[src/rtl/serial_adder_if.sv]
// Operand/result bundle for serial_adder. Defining SERIAL_ADDER_OVF_EN
// adds the registered signed-overflow flag ovf.
interface serial_adder_if #(
    parameter int WIDTH = 8
);
    logic             start;
    logic [WIDTH-1:0] a;
    logic [WIDTH-1:0] b;
    logic             cin;
    logic             busy;
    logic             done;
    logic [WIDTH-1:0] sum;
    logic             carry;
`ifdef SERIAL_ADDER_OVF_EN
    logic             ovf;

    modport master (output start, a, b, cin, input busy, done, sum, carry, ovf);
    modport slave  (input start, a, b, cin, output busy, done, sum, carry, ovf);
`else
    modport master (output start, a, b, cin, input busy, done, sum, carry);
    modport slave  (input start, a, b, cin, output busy, done, sum, carry);
`endif
endinterface

[src/rtl/serial_adder.sv]
// Bit-serial adder: one full-adder cell plus carry flop, LSB first, WIDTH
// cycles per add. SERIAL_ADDER_OVF_EN adds a registered signed-overflow flag.
module serial_adder #(
    parameter int WIDTH = 8
) (
    input  logic           clk,
    input  logic           rst_n,
    serial_adder_if.slave  bus
);
    localparam int CW = (WIDTH < 2) ? 1 : $clog2(WIDTH + 1);

    typedef enum logic {IDLE, ADD} state_t;

    state_t           state, state_nxt;
    logic [WIDTH-1:0] opa, opb, shreg, shreg_nxt, sum_q;
    logic [CW-1:0]    cnt;
    logic             c, c_nxt, s_bit, last;
    logic             carry_q, done_q;
`ifdef SERIAL_ADDER_OVF_EN
    logic             ovf_q;
`endif

    always_comb begin
        state_nxt = state;
        last      = 1'b0;
        // Operands shift right each cycle, so bit `cnt` is always at index 0.
        s_bit     = opa[0] ^ opb[0] ^ c;
        c_nxt     = (opa[0] & opb[0]) | (c & (opa[0] ^ opb[0]));
        shreg_nxt = (shreg >> 1) | (WIDTH'(s_bit) << (WIDTH - 1));
        case (state)
            IDLE: if (bus.start) state_nxt = ADD;
            ADD: begin
                if (cnt == CW'(WIDTH - 1)) begin
                    last      = 1'b1;
                    state_nxt = IDLE;
                end
            end
            default: state_nxt = IDLE;
        endcase
    end

    always_ff @(posedge clk or negedge rst_n) begin
        if (!rst_n) state <= IDLE;
        else        state <= state_nxt;
    end

    always_ff @(posedge clk or negedge rst_n) begin
        if (!rst_n) begin
            opa     <= '0;
            opb     <= '0;
            c       <= 1'b0;
            shreg   <= '0;
            cnt     <= '0;
            sum_q   <= '0;
            carry_q <= 1'b0;
            done_q  <= 1'b0;
`ifdef SERIAL_ADDER_OVF_EN
            ovf_q   <= 1'b0;
`endif
        end else begin
            done_q <= last;
            if (state == IDLE) begin
                if (bus.start) begin
                    opa <= bus.a;
                    opb <= bus.b;
                    c   <= bus.cin;
                    cnt <= '0;
                end
            end else begin
                opa   <= opa >> 1;
                opb   <= opb >> 1;
                c     <= c_nxt;
                shreg <= shreg_nxt;
                cnt   <= cnt + CW'(1);
                if (last) begin
                    sum_q   <= shreg_nxt;
                    carry_q <= c_nxt;
`ifdef SERIAL_ADDER_OVF_EN
                    // c is the carry into the MSB on the final bit.
                    ovf_q   <= c ^ c_nxt;
`endif
                end
            end
        end
    end

    assign bus.busy  = (state == ADD);
    assign bus.done  = done_q;
    assign bus.sum   = sum_q;
    assign bus.carry = carry_q;
`ifdef SERIAL_ADDER_OVF_EN
    assign bus.ovf   = ovf_q;
`endif
endmodule

[src/flat_wrapper.sv]
// flat-port wrapper written by rule: the top's interface ports become plain ports
module serial_adder_flat 
#(
    parameter int WIDTH = 8
)
  (clk, rst_n, bus_start, bus_a, bus_b, bus_cin, bus_busy, bus_done, bus_sum, bus_carry);
  serial_adder_if #(.WIDTH(WIDTH)) bus_i ();
  input  logic clk;
  input  logic rst_n;
  input wire logic [$bits(bus_i.start)-1:0] bus_start;
  input wire logic [$bits(bus_i.a)-1:0] bus_a;
  input wire logic [$bits(bus_i.b)-1:0] bus_b;
  input wire logic [$bits(bus_i.cin)-1:0] bus_cin;
  output wire logic [$bits(bus_i.busy)-1:0] bus_busy;
  output wire logic [$bits(bus_i.done)-1:0] bus_done;
  output wire logic [$bits(bus_i.sum)-1:0] bus_sum;
  output wire logic [$bits(bus_i.carry)-1:0] bus_carry;
  assign bus_i.start = bus_start;
  assign bus_i.a = bus_a;
  assign bus_i.b = bus_b;
  assign bus_i.cin = bus_cin;
  assign bus_busy = bus_i.busy;
  assign bus_done = bus_i.done;
  assign bus_sum = bus_i.sum;
  assign bus_carry = bus_i.carry;
  serial_adder #(.WIDTH(WIDTH)) u_core (.clk(clk), .rst_n(rst_n), .bus(bus_i));
endmodule
[config.mk]
export PLATFORM = sky130hd
export DESIGN_NAME = serial_adder_flat
export DESIGN_NICKNAME = d
export VERILOG_FILES = /design/src/rtl/serial_adder_if.sv /design/src/rtl/serial_adder.sv /design/src/flat_wrapper.sv
export SDC_FILE = /design/constraint.sdc
export NUM_CORES = 1
export LEC_CHECK = 0
export BUFFER_PORTS_ARGS = -buffer_cell sky130_fd_sc_hd__clkbuf_2
export CORE_MARGIN = 2
export CORE_UTILIZATION = 45
export CTS_CLUSTER_DIAMETER = 200
export DETAILED_ROUTE_END_ITERATION = 6
export GPL_ROUTABILITY_DRIVEN = 0
export PLACE_DENSITY = 0.74
export SLEW_MARGIN = 20
export SYNTH_ARGS = -nofsm -noshare
export SYNTH_HDL_FRONTEND = slang
export SYNTH_SLANG_ARGS = --single-unit
[constraint.sdc]
create_clock -name clk -period 2.1 [get_ports clk]
set_clock_uncertainty 0.15 [all_clocks]
set_input_delay 0.105 -clock clk [delete_from_list [all_inputs] [get_ports clk]]
set_output_delay 0.105 -clock clk [all_outputs]
set_load 0.02 [all_outputs]
Yosys cells after proc, flatten, opt, wreduce, memory -nomap -nowiden. Cells that the tools add are included. Widths: inputs -> output; s select.

Eq/ne operators: 1. Reduce and logical (&&, ||, !) cells: 2. Add/sub/neg operators: 1. Mux-type cells: 13. Bitwise logic cells: 7.

Operators with widths (number): $mux 8 (4); $mux 4 (2); $or 7x8->8 (1); $mux 1 (6); $add 4x1->4 const B (1); $eq 4x3->1 const B (1); $and 1x1->1 (2); $pmux 1 s2 (1); $reduce_and 2->1 (1); $reduce_bool 2->1 (1); $xor 1x1->1 (2); $not 1->1 (1); $or 1x1->1 (1).

Bits in registers: 40. Output and inout port bits: 11. Input port bits: 20.

Depth between registers and ports, before layout.
Depth in word-level cells: 4. Depth in mapped cells: 4.

Worst setup path before layout. No wires, ideal clock.

Kind: register to register. Start: register u_core.state (netlist: u_core.bus.busy). End: register u_core.sum_q[0] (netlist: u_core.bus.sum[0]). Period minus slack after synthesis: 1.563 ns. Cell stages (with the launch flop): 5. Arrival time: 1.288 ns. Buffers on the path: 2. Slack: 0.537 ns. Required time: 1.825 ns. Cell sequence: dfrtp_1 > buf_6 > and4b_4 > buf_6 > mux2_4.

Longest elaborated chain between the ends: 2.

Ends and longest elaborated chain: from (decl) (line serial_adder.sv:14) `state_t state, state_nxt;`; from (signal assigned) (line serial_adder.sv:44) `else state <= state_nxt;`; $mux 1 (line serial_adder.sv:30) `case (state)`; via u_core.last (line serial_adder.sv:17) `logic c, c_nxt, s_bit, last;`; $reduce_and 2->1 (no source line); to (signal assigned) (line serial_adder.sv:76) `sum_q <= shreg_nxt;`; to (decl) (line serial_adder.sv:15) `logic [WIDTH-1:0] opa, opb, shreg, shreg_nxt, sum_q;`.

The timed path passes the listed nets, and every way through them passes these cells. A chain may end at the register's enable or synchronous reset.

Worst setup path in the final report.
Start: register u_core.cnt[0]. End: register u_core.carry_q (netlist: u_core.bus.carry).

Longest elaborated chain between the ends: 4.

Ends and longest elaborated chain: from (decl) (line serial_adder.sv:16) `logic [CW-1:0] cnt;`; from (signal assigned) (line serial_adder.sv:74) `cnt <= cnt + CW'(1);`; $eq 4x3->1 (line serial_adder.sv:33) `if (cnt == CW'(WIDTH - 1)) begin`; $mux 1 (line serial_adder.sv:33); $mux 1 (line serial_adder.sv:30); $reduce_and 2->1 (no source line); to (signal assigned) (line serial_adder.sv:77) `carry_q <= c_nxt;`; to (decl) (line serial_adder.sv:18) `logic carry_q, done_q;`.

Every way passes these cells.

==> results.py <==
metrics = {
    "route": {
        "met1Wirelength_um": 1290,
        "remaining_drc_errors": 0,
        "drt_iter0_markers": 92,
        "top_layer_used": "met4",
        "num_vias": 1063,
        "drtPass1Iterations": 4,
        "routedWlPerCell_um": 13.4,
        "drt.antenna.violating_nets": 0,
        "wl_met2_um": 1490,
        "routed_via_density": 4.83,
        "wirelength_um": 2950,
        "met3_length_um": 115,
    },
    "timing": {
        "tightest_slew_ps": 471,
        "finalSetupViolCount": 0,
        "min_period_ps": 1620,
        "rsz0062_at_grt": "false",
        "slew-limit-headroom": 0.686,
        "period_share": 0.770,
        "setup_slack_ps": 483,
        "whs_ps": -2.97,
        "setup_tns_ps": 0,
        "maxSlewViolCount": 0,
        "fmax_mhz": 618,
        "finalHoldViolCount": 1,
    },
    "finish": {
        "antenna_cells": 0,
        "instances_no_fill": 220,
        "drive_above_1_share": 0.337,
        "fin_nets": 193,
        "fin_area_sq_mm": 0.00209,
        "syn2layout_area_growth_pct": 25.8,
    },
    "hold_path": {
        "hp-class": "in2reg",
    },
    "floorplanning": {
        "start_util": 0.461,
        "core_sq_mm": 0.00361,
        "die_w_um": 64.8,
        "die-area_sq_mm": 0.00420,
        "rows": 22,
        "die-height_um": 64.8,
        "ios": 31,
    },
    "placed_design": {
        "dp_cells": 197,
        "dp_hpwl_um": 2000,
        "postPlaceCellArea_sq_mm": 0.00184,
        "pre_cts_slack_ps": 487,
        "portBuffers": 30,
    },
    "cts": {
        "cts_tree": "yes",
        "cts_buffers": 5,
        "root_buffer": "clkbuf_8",
        "clkLatencyLatePin_ps": 280,
        "clk_pin_slew_ps": 70,
        "clock_path_buffers": 2,
        "htreeDepth": 2,
        "cts_sinks": 39,
    },
    "synthesis": {
        "ys_ff_latch": 39,
        "async_reset_ff_frac": 1.00,
        "ys_types": 18,
        "avgSynthCellArea_sq_um": 13.4,
        "synth.top_cell.area_share": 0.587,
        "ys.flop_type": "dfrtp_1",
        "synth_cells": 124,
        "yosysTopAreaCell": "dfrtp_1",
        "yosys_warnings": 0,
        "netlist_top_cells_area": "dfrtp_1 59%, mux2i_1 10%, mux2_4 7.2%, mux2_2 6.1%, o21ai_0 4.5%",
        "synth_area_sq_mm": 0.00166,
        "synth_enable_flop_cells": 0,
        "yosysSeqAreaShare": 0.587,
        "syn_nets": 146,
    },
    "global_routing": {
        "grt_pass1_vias": 1098,
        "grt_max_degree": 46,
        "grt_use_total": 0.164,
        "grt_pass1_wl_um": 5130,
        "antenna_found_initial": 0,
        "grt-ovfl-total": 0,
    },
    "power": {
        "combinationalPowerShare": 0.351,
        "powerDensity_mw_per_mm2": 1310,
        "power.internal_mw": 1.84,
        "p_sw_frac": 0.326,
        "power_frac_seq": 0.453,
        "ir_drop_mv": 0.501,
        "p_leak_nw": 1.04,
        "p_sw_uw": 891,
        "pwr-share-clk": 0.196,
    },
    "worst_setup_path": {
        "worst-path-max-fanout": 11,
        "setup.worst_path.start_class": "flip-flop",
        "arrival_ps": 1640,
        "crit_type": "reg2reg",
        "end_kind": "flip-flop",
        "required_ps": 2120,
    },
    "job": {
        "maxCapViolations": 0,
    },
    "run_status": {
        "status": "finished with violations",
        "violations": "hold timing",
    },
}
[Yosys cell counts, types with 2 or more instances]
library cell and number:
dfrtp_1 39, mux2i_1 17, buf_6 2, nor2_1 4, a22o_1 3, nand2_1 15, mux2_2 9, clkbuf_1 3
o21ai_0 15, mux2_4 8, buf_4 2
[routing by layer]
layer	vias up	global-route usage
met3	4	0.0503
met2	25	0.269
li1	521	-
met4	0	0.0851
met5	-	0
met1	513	0.193
[area by class of cell]
class	instances	area [sq um]
Timing Repair Buffer	48	323
Fill cell	310	1510
Sequential cell	39	976
Clock buffer	8	100
Multi-Input combinational cell	77	633
Tap cell	48	60.1
[cell families (layout without fill, tap and decap cells)]
logic type | count (synthesis) | in the layout | share of synthesized area
buf+inv | 8 | 56 | 0.0323
compound gates | 18 | 18 | 0.0609
mux | 34 | 34 | 0.236
simple gates | 21 | 21 | 0.0542
xor+xnor | 2 | 2 | 0.0105
flops | 39 | 39 | 0.587
fa+ha+maj | 2 | 2 | 0.0196
[registers in the layout, indices dropped and copies added (netlist names)]
name              count
u_core.opb            8
u_core.shreg          7
u_core.bus.busy       1
u_core.bus.carry      1
u_core.c              1
u_core.bus.sum        8
u_core.cnt            4
u_core.opa            8
u_core.bus.done       1
[cell usage in the layout, fill, tap and decap left out, drive strengths merged]
master,instances
mux2,17
xnor2,1
nand3,1
dfrtp,39
clkbuf,38
nand2,15
mux2i,17
o21ai,15
a22o,3
buf,3
dlygate4sd3,15
ha,1
and4b,1
fa,1
xor2,1
nor2,4
[critical path, stage by stage, from the launching register on]
cell and delay [ps]:
dfrtp_1 390, ha_1 210, and4b_4 390, mux2_2 360
[power groups by stage]
stage / clock network [mW] / logic, mW / registers (mW)
floorplan: 0 / 0.653 / 1.31
global placement: 0 / 0.902 / 1.23
detailed placement: 0 / 0.951 / 1.26
CTS: 0.550 / 0.977 / 1.24
global route: 0.597 / 1.06 / 1.28
finish: 0.536 / 0.958 / 1.24
[stage by stage]
stage           util  total power [mW]
6_report       0.580              2.73
5_1_grt        0.580              2.93
4_1_cts        0.580              2.77
3_5_place_dp   0.511              2.21
3_3_place_gp   0.511              2.13
2_1_floorplan      -              1.96
[what timing repair did]
action,4_1_cts,5_1_grt
resized for setup,0,0
endpoints found under the hold margin,53,0
hold buffers,15,0
setup buffers,0,0
[path summary, 6_finish.rpt]
path	from	to	slack [ps]	depth (start not counted)
setup reg to reg	u_core.cnt[0]	u_core.bus.carry	480	3
min in group asynchronous	rst_n	u_core.bus.sum[0]	260	3
hold reg to reg	u_core.opa[1]	u_core.opa[0]	330	2
max in group asynchronous	rst_n	u_core.bus.sum[5]	1220	3
setup / recovery	u_core.cnt[0]	u_core.bus.carry	480	3
hold / removal	bus_b[1]	u_core.opb[1]	-3	3
Note: power is estimated with default switching activity, not from simulation.
